<file path="config.mk">
export PLATFORM = sky130hd
export DESIGN_NAME = pid_sched
export DESIGN_NICKNAME = d
export VERILOG_FILES = /design/src/rtl/pid_sched.sv
export SDC_FILE = /design/constraint.sdc
export NUM_CORES = 1
export LEC_CHECK = 0
export CAP_MARGIN = 20
export CORE_UTILIZATION = 40
export CTS_CLUSTER_DIAMETER = 80
export DETAILED_ROUTE_END_ITERATION = 6
export GPL_ROUTABILITY_DRIVEN = 0
export SYNTH_ARGS = -nofsm -noshare
export SYNTH_HDL_FRONTEND = slang
export SYNTH_SLANG_ARGS = --single-unit
</file>
<file path="constraint.sdc">
create_clock -name clk -period 4.5 [get_ports clk]
set_clock_uncertainty 0.15 [all_clocks]
set_input_delay 0.675 -clock clk [delete_from_list [all_inputs] [get_ports clk]]
set_output_delay 0.675 -clock clk [all_outputs]
set_load 0.01 [all_outputs]
</file>
<file path="src/rtl/pid_sched.sv">
// Heading PID sequencer: per accepted error sample, computes P, D and I terms
// through one shared signed multiplier and emits a saturated PID correction.
module pid_sched #(
  parameter logic [3:0] P_COEFF = 4'h3,
  parameter logic [4:0] D_COEFF = 5'h0E
) (
  input  logic        clk,
  input  logic        rst_n,
  input  logic        hdng_vld,
  input  logic [9:0]  err_sat,
  input  logic        clr_int,
  output logic        busy,
  output logic        ovr,
  output logic [13:0] P_term,
  output logic [12:0] D_term,
  output logic [11:0] I_term,
  output logic [13:0] PID,
  output logic        pid_vld
);

  // Handshake: a sample is taken when hdng_vld is high at a posedge while
  // IDLE; when busy it is dropped and ovr pulses for the following cycle.
  typedef enum logic [1:0] {IDLE, MUL_P, MUL_D, SUM} state_t;

  state_t              state, state_nxt;
  logic                accept;
  logic signed [9:0]   err_cap, prev_err, prev_base;
  logic signed [7:0]   diff;
  logic signed [15:0]  integrator, integ_base;
  logic signed [10:0]  diff_full;
  logic signed [16:0]  integ_sum;
  logic signed [15:0]  pid_sum;
  logic signed [9:0]   mul_a;
  logic signed [5:0]   mul_b;
  logic signed [15:0]  product;

  function automatic logic [7:0] sat8(input logic signed [10:0] v);
    if (v > 11'sd127)       return 8'h7F;
    else if (v < -11'sd128) return 8'h80;
    else                    return v[7:0];
  endfunction

  function automatic logic [15:0] sat16(input logic signed [16:0] v);
    if (v > 17'sd32767)       return 16'h7FFF;
    else if (v < -17'sd32768) return 16'h8000;
    else                      return v[15:0];
  endfunction

  function automatic logic [13:0] sat14(input logic signed [15:0] v);
    if (v > 16'sd8191)       return 14'h1FFF;
    else if (v < -16'sd8192) return 14'h2000;
    else                     return v[13:0];
  endfunction

  always_comb begin
    state_nxt = state;
    accept    = 1'b0;
    case (state)
      IDLE: begin
        if (hdng_vld) begin
          accept    = 1'b1;
          state_nxt = MUL_P;
        end
      end
      MUL_P:   state_nxt = MUL_D;
      MUL_D:   state_nxt = SUM;
      SUM:     state_nxt = IDLE;
      default: state_nxt = IDLE;
    endcase
  end

  // Single shared multiplier; operands selected purely by state.
  always_comb begin
    mul_a = '0;
    mul_b = '0;
    case (state)
      MUL_P: begin
        mul_a = err_cap;
        mul_b = {2'b00, P_COEFF};
      end
      MUL_D: begin
        mul_a = {{2{diff[7]}}, diff};
        mul_b = {1'b0, D_COEFF};
      end
      default: begin
        mul_a = '0;
        mul_b = '0;
      end
    endcase
  end

  assign product = 16'(mul_a) * 16'(mul_b);

  // clr_int wins over the accumulate: the accepted sample sees a zeroed history.
  assign prev_base  = clr_int ? 10'sd0 : prev_err;
  assign integ_base = clr_int ? 16'sd0 : integrator;
  assign diff_full  = {err_sat[9], err_sat} - {prev_base[9], prev_base};
  assign integ_sum  = {integ_base[15], integ_base} + {{7{err_sat[9]}}, err_sat};
  assign pid_sum    = {{2{P_term[13]}}, P_term} + {{3{D_term[12]}}, D_term}
                    + {{4{integrator[15]}}, integrator[15:4]};

  always_ff @(posedge clk or negedge rst_n) begin
    if (!rst_n) begin
      state      <= IDLE;
      err_cap    <= '0;
      prev_err   <= '0;
      diff       <= '0;
      integrator <= '0;
      P_term     <= '0;
      D_term     <= '0;
      I_term     <= '0;
      PID        <= '0;
      busy       <= 1'b0;
      ovr        <= 1'b0;
      pid_vld    <= 1'b0;
    end else begin
      state   <= state_nxt;
      busy    <= (state_nxt != IDLE);
      ovr     <= hdng_vld && (state != IDLE);
      pid_vld <= (state == SUM);

      if (accept) begin
        err_cap    <= err_sat;
        diff       <= sat8(diff_full);
        prev_err   <= err_sat;
        integrator <= sat16(integ_sum);
      end else if (clr_int) begin
        integrator <= '0;
        prev_err   <= '0;
      end

      case (state)
        MUL_P: P_term <= product[13:0];
        MUL_D: D_term <= product[12:0];
        SUM: begin
          I_term <= integrator[15:4];
          PID    <= sat14(pid_sum);
        end
        default: ;
      endcase
    end
  end

endmodule
</file>
# Word-level counts from Yosys, hierarchy flattened
# Index checks and enable logic that the tools add are counted.
# word_totals
ff_bits	102
in_bits	14
elab_cells	46
# op_classes
n_addsub	4
multipliers	1
order_cmp	6
n_eq_ne	3
n_mux	16
n_reduce_logical	4
# op_table
op	count
16-bit two-way mux	4
14-bit two-way mux	2
10-bit two-way mux	2
10-bit case mux with 2 select lines	1
16-bit by 10-bit adder with 17-bit output	1
17-bit by 16-bit > comparator with 1-bit output, second input constant	1
17-bit by 16-bit less-than comparator with 1-bit output, second input constant	1
15-bit by 12-bit adder with 16-bit output	1
16-bit by 14-bit > comparator with 1-bit output, second input constant	1
16-bit by 14-bit less-than comparator with 1-bit output, second input constant	1
8-bit two-way mux	2
14-bit by 13-bit adder with 15-bit output	1
10-bit by 5-bit multiplier with 14-bit output	1
11-bit by 8-bit > comparator with 1-bit output, second input constant	1
11-bit by 8-bit less-than comparator with 1-bit output, second input constant	1
10-bit by 10-bit subtractor with 11-bit output	1
2-bit case mux with 4 select lines	1
4-bit case mux with 2 select lines	1
2-bit equality test, second input constant	2
2-bit nonzero test	2
2-bit by 1-bit equality test with 1-bit output, second input constant	1
2-bit logical NOT	1
1-bit two-way mux	2
2-bit two-way mux	1
1-bit logical AND	1

# Depth between registers and ports, before layout
# logic_depth
ltp_word	6
mapped_depth	20
ltp_nobuf	19

# Worst setup path before layout
# Ideal clock, no wire load.
# synth_timing
path_type	register -> register
from	register state[0]
to	register D_term[12]
setup_ns	0.116
arrival_ns	4.599
slack_ns	-0.365
path_stages_with_launch	20
period_less_slack_ns	4.865
path_cell_list	dfrtp_1 inv_1 ha_1 clkbuf_1 clkbuf_1 clkbuf_1 and2_1 ha_1 inv_1 fa_1 fa_1 inv_1 ha_1 nor2b_1 o21ai_1 a21boi_0 o311a_1 o211ai_1 nand2_1 o311ai_0
# synth_via
elab_chain_len	3
elab_cells_between_ends	5
cone_classes	mul: 1; eq/ne: 2; mux: 2
# synth_lines
item	line	text
from (decl)	25	state_t state, state_nxt;
from (signal assigned)	117	state <= state_nxt;
2-bit equality test / 2-bit by 1-bit equality test with 1-bit output (equally long branches)	76, 132	
10-bit case mux with 2 select lines / 4-bit case mux with 2 select lines (equally long branches)	76	case (state)
10-bit by 5-bit multiplier with 14-bit output	92	assign product = 16'(mul_a) * 16'(mul_b);
to (signal assigned)	134	MUL_D: D_term <= product[12:0];
to (decl)	15	output logic [12:0] D_term,
# Several ways; a longest one is shown, not always the timed one.
# A chain may end at the register's enable or synchronous reset.

# Worst setup path after layout
# layout_timing
from	register state[1]
to	register P_term[11]
# layout_via
elab_chain_len	3
elab_cells_between_ends	5
cone_classes	mul: 1; eq/ne: 2; mux: 2
# layout_lines
item	line	text
2-bit equality test / 2-bit by 1-bit equality test with 1-bit output (equally long branches)	76, 132	
10-bit case mux with 2 select lines / 4-bit case mux with 2 select lines (equally long branches)	76	
10-bit by 5-bit multiplier with 14-bit output	92	
to (signal assigned)	133	MUL_P: P_term <= product[13:0];
to (decl)	14	output logic [13:0] P_term,
# Several ways; a longest one is shown, not always the timed one.

==> metrics.csv <==
metric,value,unit
status,completed,
Synth cell types,71,
Layout area overhead,22.8,%
CP max stage delay,0.53,ns
Worst-path clk slew,0.08,ns
CP endpoint kind,register,
CTS buffer count,9,
Mapped Area,7710,µm²
maximum vdd drop,0.273,mV
GRT overflow,0,
# rows,50,
Sink Count,102,
cells along the critical path,"inv_2, ha_4, buf_6, buf_4, a22oi_2, nor2b_1, and2_1, ha_4, fa_1, inv_1, fa_1, inv_1, ha_2, or3_1, o211ai_1, nand2_1, nor2_1, xnor2_1, mux2_2",
vias per cell,5.22,
met2 WL,9090,µm
"EDFF count, synth",0,
ANT nets after route,0,
diode count,0,
Synth area leader,dfrtp_1,
CP Class,register to register,
vias in the first global route,6119,
Overall Power,0.00679,W
HPWL after DPL,14300,µm
hold buffers post-CTS,0,
Mapped Cells,799,
main flop type after synthesis,dfrtp_1,
synth top area cells,"dfrtp_1, ha_1, fa_1, nand2_1, mux2_2",
TNS Setup,0,ns
Worst Max-Slew Pin Slew,0.946,ns
first-pass GRT wire length,31000,µm
CP arrival,4.48,ns
top-count cell post-synth,dfrtp_1,
"Design Area, Final",9470,µm²
max-slew violations,0,
number of max-cap violations,0,
Final Cycle Share,97.5,%
fmax,228,MHz
CTS tree,yes,
router iterations before antenna repair,4,
Post-synth top cells,"dfrtp_1, nand2_1, ha_1, inv_1, nor2_1",
routed wire length per instance,16.2,µm
# DRC,0,
clk_lat worst skew,0.37,ns
Critical-path top delay cell,fa_1,
die height,141,µm
Hold Path Class,primary input to async pin,
maximum clock insertion buffer count,2,
Buffers on Ports,69,
Placement Cell Area,8900,µm²
Critical Path Source Type,register,
Core Region,18800,µm²
largest net degree at the start of global routing,49,
setup violation total in the final timing report,0,
starting density of the core,41.0,%
root buffer cell,clkbuf_16,
CTS H-tree depth,3,
met3 WL post-DR,450,µm
Crit path max-delay family,adder cells,
initial antenna violation count,0,
min cycle time layout,4.39,ns
wire length on met1,9020,µm
slew margin rel.,36.7,%
routed wire length,18900,µm
Syn Nets,918,
CP Max Fanout,6,
DIE AREA,19800,µm²
gr usage total,20.1,%
NumNets Final,1018,
final hold vios,0,
asr flop ratio synth,100,%
Synth top area share,33.1,%
PwrDens,717,nW/µm²
share of cells above drive strength 1,16.9,%
Ys Warns,0,
syn_area_per_cell,9.65,µm²
DR vias,6078,
highest routed metal layer,met4,
Static Leak,4.36,nW
post-synthesis sequential area ratio,33.1,%
Iter 0 DRT Violations,318,
Critical Path RT,4.60,ns
buffer and inverter count on the worst path,5,
post-synthesis register bit count,102,
num ports,70,
Chip Width,141,µm
[per-stage QoR]
stage	util, %	hold WS [ns]	std cells	setup WS, ns
after floorplan	-	0.229	799	0.0612
after global placement	47.3	0.315	1139	0.00487
after detailed placement	47.3	0.324	1139	-0.105
after CTS	48.9	0.0813	1155	0.00377
after global routing	50.3	0.0945	1164	-0.0387
final	50.3	0.0685	1164	0.114
[where the power goes]
| group | leakage [nW] | total [W] | switching (W) | internal, W |
|---|---|---|---|---|
| logic | 2.91 | 0.00436 | 0.00231 | 0.00206 |
| clock network | 0.140 | 0.000791 | 0.000403 | 0.000389 |
| registers | 1.31 | 0.00164 | 0.000338 | 0.00130 |
| total | 4.36 | 0.00679 | 0.00305 | 0.00374 |
[flip-flops by register name, indices dropped and copies added, names as in the netlist]
register and cells:
integrator 16, PID 14, P_term 14, D_term 13
I_term 12, err_cap 10, prev_err 10, diff 8
state 2, busy 1, ovr 1, pid_vld 1
[timing repair]
action | 4_1_cts | 5_1_grt
pin swaps | 1 | 21
setup buffers | 0 | 9
resized for setup | 3 | 45
setup endpoints to repair | 4 | 11
[cells by family after synthesis]
kind of cell               Yosys count  synth area share, %
DFF                                102                 33.1
and+or+nand+nor                    259                 16.5
buffers and inverters               91                 4.78
adders and majority gates          105                 20.5
AOI/OAI and AO/OA                  174                 16.3
muxes                               30                 4.36
xor gates and xnor gates            38                 4.41
[layout make-up]
| class | instances | area, µm² |
|---|---|---|
| repair buffers | 114 | 1060 |
| clock inverters | 7 | 67.6 |
| multi-input cells | 606 | 4990 |
| fillers | 1728 | 9360 |
| clock buffers | 9 | 225 |
| well taps | 260 | 325 |
| inverters | 66 | 250 |
| flip-flops and latches | 102 | 2550 |
[worst paths after layout]
| check | from | depth (start not counted) | endpoint | slack, ns |
|---|---|---|---|---|
| setup reg to reg | state[1] | 19 | P_term[11] | 0.11 |
| max in group asynchronous | rst_n | 2 | I_term[2] | 3.20 |
| min in group clk | err_cap[6] | 2 | err_cap[6] | 0.33 |
| hold / removal | rst_n | 1 | PID[5] | 0.07 |
| setup / recovery | state[1] | 19 | P_term[11] | 0.11 |
| hold reg to reg | err_cap[6] | 2 | err_cap[6] | 0.33 |
[per-layer routing]
layer  up-vias  GRT usage (%)
met5         -              0
met4         0           5.84
met3        21           2.48
met2        99           33.8
met1      2955           27.1
li1       3003              -
[cell usage in the layout, fill, tap and decap left out, types with 29 or more instances in the layout]
cell type	count
buf_4	40
clkdlybuf4s50_1	68
dfrtp_1	101
fa_1	36
ha_1	59
inv_1	59
mux2_2	29
nand2_1	95
nor2_1	41
o21ai_0	34
(Power assumes the default switching activity.)
